File: src/rtl/fp_err_monitor.sv
// Measures fp32 ULP error between an exact and an approximate multiplier over a run of N pairs.
// Accepted pairs pass a two-stage key/difference pipeline before the statistics update.
module fp_err_monitor #(
  parameter int CNT_W = 16,
  parameter int ACC_W = 48
) (
  input  logic             clk,
  input  logic             rst,
  input  logic             start,
  input  logic [CNT_W-1:0] num_samples,
  input  logic             in_valid,
  output logic             in_ready,
  input  logic [31:0]      exact,
  input  logic [31:0]      approx,
  output logic             busy,
  output logic             done,
  output logic [CNT_W-1:0] sample_cnt,
  output logic [CNT_W-1:0] mismatch_cnt,
  output logic [CNT_W-1:0] nan_cnt,
  output logic [31:0]      max_ulp,
  output logic [ACC_W-1:0] sum_ulp
);

  typedef enum logic [1:0] {IDLE, RUN, DONE} state_t;

  state_t           state, state_nxt;
  logic [CNT_W-1:0] n_lat;
  logic [CNT_W-1:0] acc_cnt;
  logic             accept;

  logic [31:0] key_e_p0, key_a_p0;
  logic        nan_p0, vld_p0;
  logic [31:0] diff_p1;
  logic        nan_p1, vld_p1;

  // Monotonic integer key: -0 folds onto +0 so both zeros map to the same key.
  function automatic logic [31:0] fp_key(input logic [31:0] x);
    logic [31:0] z;
    z = (x == 32'h8000_0000) ? 32'h0 : x;
    return z[31] ? ~z : (z ^ 32'h8000_0000);
  endfunction

  function automatic logic is_nan(input logic [31:0] x);
    return (x[30:23] == 8'hFF) && (x[22:0] != 23'h0);
  endfunction

  function automatic logic [ACC_W-1:0] sat_add(input logic [ACC_W-1:0] acc,
                                              input logic [31:0] d);
    logic [ACC_W:0] s;
    s = {1'b0, acc} + {{(ACC_W-31){1'b0}}, d};
    return s[ACC_W] ? {ACC_W{1'b1}} : s[ACC_W-1:0];
  endfunction

  function automatic logic [31:0] abs_diff(input logic [31:0] a, input logic [31:0] b);
    return (a >= b) ? (a - b) : (b - a);
  endfunction

  assign accept = in_valid && in_ready;

  always_ff @(posedge clk) begin
    if (rst) state <= IDLE;
    else     state <= state_nxt;
  end

  always_comb begin
    state_nxt = state;
    case (state)
      IDLE: if (start) state_nxt = (num_samples == '0) ? DONE : RUN;
      RUN:  if ((acc_cnt == n_lat) && !vld_p0 && !vld_p1) state_nxt = DONE;
      DONE: state_nxt = IDLE;
      default: state_nxt = IDLE;
    endcase
  end

  always_comb begin
    in_ready = (state == RUN) && (acc_cnt < n_lat);
    busy     = (state == RUN) || (state == DONE);
    done     = (state == DONE);
  end

  always_ff @(posedge clk) begin
    if (rst) begin
      n_lat   <= '0;
      acc_cnt <= '0;
    end else if (state == IDLE && start) begin
      n_lat   <= num_samples;
      acc_cnt <= '0;
    end else if (accept) begin
      acc_cnt <= acc_cnt + 1'b1;
    end
  end

  // Stage p0: operand keys and NaN detection
  always_ff @(posedge clk) begin
    if (rst) vld_p0 <= 1'b0;
    else     vld_p0 <= accept;
  end

  always_ff @(posedge clk) begin
    key_e_p0 <= fp_key(exact);
    key_a_p0 <= fp_key(approx);
    nan_p0   <= is_nan(exact) || is_nan(approx);
  end

  // Stage p1: absolute key distance
  always_ff @(posedge clk) begin
    if (rst) vld_p1 <= 1'b0;
    else     vld_p1 <= vld_p0;
  end

  always_ff @(posedge clk) begin
    diff_p1 <= abs_diff(key_e_p0, key_a_p0);
    nan_p1  <= nan_p0;
  end

  // Statistics update, one cycle after p1
  always_ff @(posedge clk) begin
    if (rst) begin
      sample_cnt   <= '0;
      mismatch_cnt <= '0;
      nan_cnt      <= '0;
      max_ulp      <= '0;
      sum_ulp      <= '0;
    end else if (state == IDLE && start) begin
      sample_cnt   <= '0;
      mismatch_cnt <= '0;
      nan_cnt      <= '0;
      max_ulp      <= '0;
      sum_ulp      <= '0;
    end else if (vld_p1) begin
      sample_cnt <= sample_cnt + 1'b1;
      if (nan_p1) begin
        nan_cnt <= nan_cnt + 1'b1;
      end else begin
        sum_ulp <= sat_add(sum_ulp, diff_p1);
        if (diff_p1 > max_ulp) max_ulp <= diff_p1;
        if (diff_p1 != 32'h0) mismatch_cnt <= mismatch_cnt + 1'b1;
      end
    end
  end

endmodule

File: config.mk
export PLATFORM = sky130hd
export DESIGN_NAME = fp_err_monitor
export DESIGN_NICKNAME = d
export VERILOG_FILES = /design/src/rtl/fp_err_monitor.sv
export SDC_FILE = /design/constraint.sdc
export NUM_CORES = 1
export LEC_CHECK = 0
export ABC_AREA = 1
export CAP_MARGIN = 0
export CORE_UTILIZATION = 30
export DETAILED_ROUTE_END_ITERATION = 16
export GPL_ROUTABILITY_DRIVEN = 0
export SLEW_MARGIN = 20
export SYNTH_ARGS = -nofsm -noshare
export SYNTH_HDL_FRONTEND = slang
export SYNTH_SLANG_ARGS = --single-unit
File: constraint.sdc
create_clock -name clk -period 3 [get_ports clk]
set_input_delay 0.3 -clock clk [delete_from_list [all_inputs] [get_ports clk]]
set_output_delay 0.3 -clock clk [all_outputs]
set_load 0.03 [all_outputs]
==> results of run 1 <==
[registers in the layout, summed over array words and instances (netlist names), 32 cells and up]
name	flops
key_a_p0	32
diff_p1	32
sum_ulp	48
key_e_p0	32
max_ulp	32
[logic make-up (layout without fill, tap and decap cells)]
kind of cell               count (synthesis)  in the layout  synth area share (%)
DFF                                      262            262                  28.3
and+or+nand+nor                         1262           1262                  29.3
AOI/OAI and AO/OA                        465            465                  14.6
adders and majority gates                153            153                  10.4
buffers and inverters                    484            705                  10.5
xor gates and xnor gates                 145            145                  6.85
[stage by stage]
| step | power [mW] | area (um^2) | hold slack (ns) | cells |
|---|---|---|---|---|
| 2_1_floorplan | 7.30 | 18500 | 0.310 | 2771 |
| 3_3_place_gp | 8.53 | 21500 | 0.413 | 3714 |
| 3_5_place_dp | 8.55 | 21500 | 0.419 | 3714 |
| 5_1_grt | 13.8 | 22700 | 0.356 | 3774 |
| 4_1_cts | 13.0 | 22700 | 0.339 | 3774 |
| 6_report | 12.9 | 22700 | 0.363 | 3774 |
[synthesized netlist by cell type (all sizes together) (4+ instances only)]
library cell / count
a21o: 8
a21oi: 276
buf: 49
clkbuf: 27
dfxtp: 262
ha: 150
inv: 408
nand2: 679
nand3: 160
nand3b: 4
nand4: 37
nor2: 295
nor3: 46
nor3b: 6
nor4: 25
o211ai: 5
o21a: 11
o21ai: 145
o21bai: 13
or2: 6
xnor2: 56
xor2: 89
[timing repair]
item                                    4_1_cts  5_1_grt
resized for setup                             1        0
setup buffers                                 0        0
hold buffers                                  0        0
endpoints found under the setup margin        1        0
[path summary, 6_finish.rpt]
check                                 start            to  slack [ns]  depth (start not counted)
worst max-delay path             acc_cnt[2]      in_ready        0.31                          9
worst min register to register       vld_p0        vld_p1        0.43                          2
worst max register to register  key_e_p0[2]   diff_p1[27]        0.38                         12
worst min-delay path              exact[16]  key_e_p0[16]        0.36                          2
[layer usage]
| layer | vias to the layer above | global-route usage [%] |
|---|---|---|
| met1 | 7895 | 22.8 |
| met4 | 0 | 6.70 |
| met5 | - | 0 |
| met3 | 109 | 2.14 |
| li1 | 9276 | - |
| met2 | 491 | 29.7 |
[power by group]
group / leakage [nW] / internal [mW] / switching, mW / total [mW]
Sequential: 2.15 / 3.82 / 0.345 / 4.16
Combinational: 7.25 / 1.54 / 2.83 / 4.36
Clock: 0.593 / 2.77 / 1.60 / 4.37
Total: 9.99 / 8.12 / 4.77 / 12.9
[final cells by class]
type	instances	area [um^2]
Sequential cell	262	5250
Inverter	408	1540
Tap cell	782	978
Clock inverter	14	209
Multi-Input combinational cell	2025	11400
Timing Repair Buffer	237	2350
Clock buffer	46	1000
Fill cell	6519	38000
==> metrics.md, run 1 <==
| Metric | Value |
|---|---|
| Status | finished, final reports clean |
| Die Y | 251 um |
| Synthesized instance count | 2771 |
| Worst-Skew Late Latency | 0.54 ns |
| Port-buffer cells | 214 |
| Syn_area_per_cell | 6.69 um^2 |
| GRT Residual Overflow | 0 |
| Slew HR | 31.1% |
| Commonest cells after routing, fill and taps aside | 661 x nand2_1, 402 x inv_1, 282 x nor2_1 |
| Top cells by area, synth | dfxtp_1 28%, nand2_1 13%, ha_1 10% |
| Die width | 251 um |
| Max Buffers Root-to-Sink | 3 |
| Initial DRC Count | 1110 |
| Layout cells sized above 1 | 5.31% |
| Ys Warns | 0 |
| Final Max Tran Viols | 0 |
| Sequential fraction of the synthesis area | 28.3% |
| Distinct cells, synth | 54 |
| Family with the most delay on the worst path | flip-flops |
| Largest net degree at the start of global routing | 65 |
| Total track usage | 17.6% |
| CTS tree | yes |
| HP Class | in -> reg |
| Initial Util | 30.5% |
| CP max stage delay | 0.50 ns |
| DR WL met2 | 25.4 mm |
| Via-to-Cell Ratio | 4.71 |
| WS Path Type | reg -> out |
| Max-Cap Viols | 0 |
| Number of global-route vias before repair | 17000 |
| Post-Syn Area | 18500 um^2 |
| Initial antenna violation count | 2 |
| Vias | 17800 |
| CTS Buf Count | 34 |
| Critical Path Sink Type | primary output |
| Fin crit period | 2.69 ns |
| CTS H-Tree Depth | 2 |
| Dominant cell type by area after synthesis | dfxtp_1 |
| Iteration count of the initial detailed-routing pass | 5 |
| WP data arrival | 2.39 ns |
| Final worst-path cycle share | 89.6% |
| Clk_skew | 0.00812 ns |
| CP max-delay cell | dfxtp_1 |
| Setup TNS Final | 0 ns |
| Area growth syn-to-layout | 22.3% |
| Sink Count | 262 |
| HPWL Detailed | 45.6 mm |
| RSZ-0062 raised after global routing | false |
| Asr flop ratio synth | 0% |
| Cell mode on critical path | nand2_1 |
| Commonest non-fill, non-tap cell in the layout | nand2_1 |
| Top FF cell, synth | dfxtp_1 |
| Pleak | 9.99 nW |
| Row Count | 90 |
| CP max FO | 8 |
| Worst-path clk slew | 0.06 ns |
| Power Dens Cells | 569 nW/um^2 |
| Core area | 60700 um^2 |
| Fmax | 372 MHz |
| Ant. Diodes | 0 |
| Ports | 215 |
| VDD IR max | 343 uV |
| CTS root buffer | clkbuf_16 |
| Seq cells post-synth | 262 |
| First-pass GRT wire length | 88.7 mm |
| Buffers & Inverters on Critical Path | 2 |
| Post-synth EDFFs | 0 |
| Yosys top cell area share | 28.3% |
| Top layer in use | met4 |
| Startpoint types | flop |
| Final hold vios | 0 |
| Final #Nets | 3205 |
| Post-Route WL | 55.8 mm |
| Slew @ Worst Pin | 1.03 ns |
| Die Area | 62800 um^2 |
| Syn Nets | 3008 |
| Final WS setup | 0.313 ns |
| Setup Viol. Count Final | 0 |
| Crit-path cells | ha_1 -> nand2_1 -> inv_1 -> o21ai_0 -> a21oi_1 -> o21bai_1 -> nand2_1 -> nor2_2 -> dlygate4sd2_1 |
| Metal-1 WL | 25.6 mm |
| Pre-CTS WS | 0.462 ns |
| Routed len/inst | 14.8 um |
| Post-route DRC | 0 |
| Final core occ | 37.4% |
| DR WL met3 | 2.92 mm |
| Final ANT Viol Nets | 0 |
| Crit path required time | 2.70 ns |
No activity file was read; power rests on OpenSTA's default activity.
==> run 2, diff against run 1 <==
--- a/config.mk
+++ b/config.mk
@@ -9,7 +9,6 @@
 export CAP_MARGIN = 0
 export CORE_UTILIZATION = 30
 export DETAILED_ROUTE_END_ITERATION = 16
-export GPL_ROUTABILITY_DRIVEN = 0
 export SLEW_MARGIN = 20
 export SYNTH_ARGS = -nofsm -noshare
 export SYNTH_HDL_FRONTEND = slang
==> run 2 against run 1 <==
  * Die area did not move
  * Non-clock buffer count grew 1
  * Total power fell by 0.91%
  * Critical endpoint is now diff_p1[27]
  * Highest routed layer unchanged
  * Clock-buffer cell count rose by 1
  * Cell count about the same
==> metrics.md, run 2 (synthesized netlist as in run 1, its figures left out) <==
| Metric | Value |
|---|---|
| Status | finished, final reports clean |
| Ports | 215 |
| Power, Total | 12.8 mW |
| Sink Count | 262 |
| CP max-delay cell | o21ai_0 |
| CTS Hold Bufs | 0 |
| Placement-stage cell area | 21500 um^2 |
| Max FFs per register | 48 |
| Clk_skew | 0.0206 ns |
| Cell mode on critical path | nand2_1 |
| Final worst-path cycle share | 85.8% |
| First-pass GRT wire length | 90.4 mm |
| Multi-input gate area | 11400 um^2 |
| Via-to-Cell Ratio | 4.69 |
| Die Y | 251 um |
| CTS H-Tree Depth | 2 |
| Post-Route WL | 56.6 mm |
| Power Dens Cells | 564 nW/um^2 |
| Met1 Use GR | 22.9% |
| Total track usage | 18.0% |
| Iteration count of the initial detailed-routing pass | 5 |
| Final Max Tran Viols | 0 |
| CP max FO | 6 |
| RSZ-0062 raised after global routing | false |
| Post-CTS sizing | 0 |
| HPWL Detailed | 46.0 mm |
| Layer with the highest usage | met2 |
| HP Class | in -> reg |
| VDD IR max | 333 uV |
| CTS Buf Count | 34 |
| Die width | 251 um |
| Reg area | 5250 um^2 |
| Final ANT Viol Nets | 0 |
| Largest register by flop count | sum_ulp |
| GR Util met3 | 2.64% |
| Final #Nets | 3206 |
| GRT Residual Overflow | 0 |
| Fin crit period | 2.57 ns |
| Initial antenna violation count | 1 |
| Core area | 60700 um^2 |
| Pleak | 9.98 nW |
| WP data arrival | 3.01 ns |
| Port-buffer cells | 214 |
| Startpoint types | flop |
| Crit-path cells | inv_1 -> ha_1 -> nand2_1 -> inv_1 -> a21oi_1 -> nor3_1 -> o21ai_0 -> nand2_1 -> nand2_1 -> nand2_1 -> nand2_1 -> nand2_1 |
| Met2 usage | 30.5% |
| Worst-Skew Late Latency | 0.55 ns |
| Fill cells | 6442 |
| Ant. Diodes | 0 |
| Slew @ Worst Pin | 1.04 ns |
| Commonest cells after routing, fill and taps aside | 661 x nand2_1, 402 x inv_1, 282 x nor2_1 |
| Number of global-route vias before repair | 17300 |
| Area growth syn-to-layout | 22.1% |
| Postcts setup bufs | 0 |
| Initial DRC Count | 1094 |
| CP max stage delay | 0.48 ns |
| Largest net degree at the start of global routing | 65 |
| Crit path required time | 3.44 ns |
| Die Area | 62800 um^2 |
| Post-route DRC | 0 |
| Pre-CTS WS | 0.452 ns |
| Commonest non-fill, non-tap cell in the layout | nand2_1 |
| Slew HR | 30.5% |
| Max Buffers Root-to-Sink | 3 |
| CTS tree | yes |
| Final core occ | 37.3% |
| Row Count | 90 |
| Fmax | 388 MHz |
| Initial Util | 30.5% |
| Worst-path clk slew | 0.06 ns |
| Setup TNS Final | 0 ns |
| Setup Viol. Count Final | 0 |
| Routed len/inst | 15.0 um |
| Critical Path Sink Type | flop |
| CTS root buffer | clkbuf_16 |
| Max-Cap Viols | 0 |
| Final hold vios | 0 |
| Layout cells sized above 1 | 5.31% |
| Final WS setup | 0.425 ns |
| WS Path Type | reg -> reg |
| GPL Wtd Cong | 0.965 |
| Final instance area | 22600 um^2 |
| Vias | 17700 |
## run 2: cell type report
class,instances,area share [%]
Multi-Input combinational cell,2025,50.2
Sequential cell,262,23.2
Timing Repair Buffer,238,10.4
Inverter,408,6.79
Tap cell,782,4.32
Clock buffer,47,4.29
Clock inverter,14,0.813
## run 2: through the flow
step,cells,hold WS [ns]
after detailed placement,3715,0.413
after CTS,3776,0.328
after floorplan,2771,0.310
final,3776,0.359
after global routing,3776,0.354
after global placement,3715,0.415
## run 2: final timing paths
check	start	end	slack, ns	cells past startpoint
worst min register to register	vld_p0	vld_p1	0.42	2
worst max register to register	key_e_p0[2]	diff_p1[27]	0.43	12
worst max-delay path	key_e_p0[2]	diff_p1[27]	0.43	12
worst min-delay path	exact[16]	key_e_p0[16]	0.36	2
## run 2: power breakdown
group	switching [mW]	internal, mW	total [mW]
logic	2.83	1.54	4.37
registers	0.343	3.82	4.16
clock network	1.63	2.61	4.25
total	4.80	7.97	12.8
## run 2: critical path: cells and delay by family (launching register included)
family	cells	cell delay (ns)
AO/OA/AOI/OAI	2	0.88
adder cells (fa/ha/maj)	1	0.39
buffers and inverters	2	0.11
AND/OR/NAND/NOR	7	0.73
flip-flops	1	0.34
## run 2: metal layers
metal  routed length [um]  part of all wire (%)  up-vias
met5                    0                     0        -
met4                 1910                   3.4        0
met3                 2790                   4.9      113
met2                25700                    46      481
met1                26100                    46     7821
li1                     -                     -     9283
==> run 3, diff against run 2 <==
--- a/config.mk
+++ b/config.mk
@@ -6,9 +6,11 @@
 export NUM_CORES = 1
 export LEC_CHECK = 0
 export ABC_AREA = 1
-export CAP_MARGIN = 0
+export CELL_PAD_IN_SITES_DETAIL_PLACEMENT = 0
+export CELL_PAD_IN_SITES_GLOBAL_PLACEMENT = 1
 export CORE_UTILIZATION = 30
 export DETAILED_ROUTE_END_ITERATION = 16
+export PLACE_DENSITY_LB_ADDON = 0.1
 export SLEW_MARGIN = 20
 export SYNTH_ARGS = -nofsm -noshare
 export SYNTH_HDL_FRONTEND = slang
==> constraint.sdc (replaced) <==
create_clock -name clk -period 2.1 [get_ports clk]
set_input_delay 0.21 -clock clk [delete_from_list [all_inputs] [get_ports clk]]
set_output_delay 0.21 -clock clk [all_outputs]
set_load 0.03 [all_outputs]
==> run 3 against run 2 <==
  * The flow now finishes with violations (negative setup slack)
  * Routed wire length grew 21%
  * Flip-flop and latch count unchanged
  * Fmax is 15% higher
  * Largest power group unchanged
  * First-iteration DRC count fell by 20%
  * Critical endpoint is now max_ulp[17]
  * Critical path type unchanged
  * Clock power grew 43%
==> metrics.md, run 3 (synthesized netlist as in run 1, its figures left out) <==
| Metric | Value |
|---|---|
| CTS root buffer | clkbuf_16 |
| Commonest non-fill, non-tap cell in the layout | nand2_1 |
| Startpoint types | flop |
| Status | finished, violations left |
| Power Dens Cells | 783 nW/um^2 |
| First-pass GRT wire length | 106 mm |
| Fmax | 447 MHz |
| Number of global-route vias before repair | 19800 |
| Routed len/inst | 16.2 um |
| Slew HR | 32.8% |
| Die Y | 251 um |
| R2R setup slack | -0.14 ns |
| CTS Buf Count | 35 |
| Largest register by flop count | sum_ulp |
| Power, Total | 23.5 mW |
| Worst hold stages | 2 |
| VDD IR max | 471 uV |
| Critical Path Sink Type | flop |
| Clk_skew | 0.0188 ns |
| Commonest cells after routing, fill and taps aside | 507 x nand2_1, 432 x buf_4, 382 x inv_1 |
| Die width | 251 um |
| HP Start | exact[20] |
| Crit path required time | 2.59 ns |
| Max Buffers Root-to-Sink | 3 |
| Final hold vios | 0 |
| HPWL Detailed | 52.9 mm |
| Largest net degree at the start of global routing | 80 |
| HP Class | in -> reg |
| Fill cells | 5970 |
| Ant. Diodes | 0 |
| Die Area | 62800 um^2 |
| Core area | 60700 um^2 |
| Layout cells sized above 1 | 35.8% |
| Max FFs per register | 48 |
| CP max FO | 8 |
| Sink Count | 262 |
| Final worst-path cycle share | 107% |
| Initial antenna violation count | 1 |
| Violated checks | negative setup slack |
| GRT Residual Overflow | 0 |
| Final Max Tran Viols | 0 |
| CTS tree | yes |
| WS Path Type | reg -> reg |
| Pleak | 13.1 nW |
| Pre-CTS WS | -0.304 ns |
| GPL Wtd Cong | 0.902 |
| Worst R2R End | max_ulp[17] |
| Fin crit period | 2.24 ns |
| Worst-Skew Late Latency | 0.56 ns |
| Hold Path End | key_e_p0[20] |
| Final WS setup | -0.139 ns |
| Area growth syn-to-layout | 62.3% |
| R2r worst-path depth | 12 |
| WP data arrival | 2.73 ns |
| Post-Route WL | 68.7 mm |
| RR Startpoint | diff_p1[16] |
| Reg area | 5380 um^2 |
| Post-route DRC | 0 |
| Setup Viol. Count Final | 47 |
| Vias | 19800 |
| Port-buffer cells | 214 |
| Via-to-Cell Ratio | 4.66 |
| Total track usage | 21.2% |
| Final #Nets | 3677 |
| Row Count | 90 |
| CTS H-Tree Depth | 2 |
| Max-Cap Viols | 0 |
| Ports | 215 |
| Iteration count of the initial detailed-routing pass | 5 |
| Multi-input gate area | 14500 um^2 |
| Slew @ Worst Pin | 1.01 ns |
| Initial DRC Count | 879 |
| Initial Util | 30.5% |
| Final ANT Viol Nets | 0 |
| Worst-path clk slew | 0.06 ns |
| RSZ-0062 raised after global routing | true |
==> run 3: cell count changes in the layout (fill, tap and decap cells not counted), moves of 76 or more <==
cell,change
ha_1,-76
a21oi_2,+86
buf_4,+411
nand2_1,-154
nand2_2,+109
a21oi_1,-107
==> run 3: report_power, final <==
part           leakage [nW]  switching (mW)  internal [mW]  total, mW
clock                 0.574            2.39           3.67       6.06
sequential             2.17           0.649           5.55       6.20
combinational          10.3            6.13           5.16       11.3
total                  13.1            9.17           14.4       23.5
==> run 3: worst max-delay path: stages, from the launching register on <==
cell and delay, ns:
dfxtp_4 0.35, buf_4 0.14, ha_2 0.31, nand2_2 0.06, nor4_4 0.33, buf_4 0.18, buf_6 0.10, a31oi_4 0.10
buf_12 0.19, clkbuf_16 0.17, nand3_2 0.07, nand2_1 0.05, nor2_1 0.11
==> run 3: final cells by class <==
| class | count | area share [%] |
|---|---|---|
| clock buffers | 48 | 3.41 |
| clock inverters | 12 | 0.449 |
| inverters | 408 | 5.17 |
| multi-input cells | 2026 | 48.2 |
| flip-flops and latches | 262 | 17.9 |
| well taps | 782 | 3.25 |
| repair buffers | 707 | 21.7 |
==> run 3: how the worst max path moves through the flow <==
stage	startpoint	cells after the start	end	slack, ns
after global placement	diff_p1[31]	12	max_ulp[10]	-0.30
after CTS	n_lat[14]	9	in_ready	-0.18
after detailed placement	diff_p1[31]	12	max_ulp[13]	-0.30
after floorplan	sum_ulp[0]	15	sum_ulp[27]	0.001
final	diff_p1[16]	12	max_ulp[17]	-0.14
after global routing	n_lat[11]	9	in_ready	-0.24
==> run 3: through the flow <==
stage | util, % | hold slack, ns | setup TNS, ns | instances | area, um^2
after floorplan | - | 0.279 | 0 | 2771 | 18600
after global placement | 40.5 | 0.410 | -34.14 | 4112 | 24600
after detailed placement | 40.5 | 0.414 | -33.61 | 4112 | 24600
after CTS | 46.2 | 0.238 | -4.92 | 4221 | 28000
after global routing | 49.6 | 0.255 | -9.32 | 4245 | 30100
final | 49.6 | 0.274 | -3.73 | 4245 | 30100
==> run 3: repair_timing <==
item,4_1_cts,5_1_grt
pin swaps,118,173
buffers inserted,37,26
hold buffers,0,0
cloned,16,6
setup endpoints to repair,129,127
resized for setup,407,455
hold endpoints to repair,0,0
==> run 3: per-layer routing <==
metal | part of all wire (%) | track usage [%] | vias to the layer above | wire length (um)
met5 | 0 | 0 | - | 0
met4 | 3.0 | 6.98 | 0 | 2090
met3 | 2.9 | 2.69 | 112 | 2010
met2 | 48 | 37.0 | 338 | 33300
met1 | 46 | 26.7 | 9140 | 31300
li1 | - | - | 10200 | -
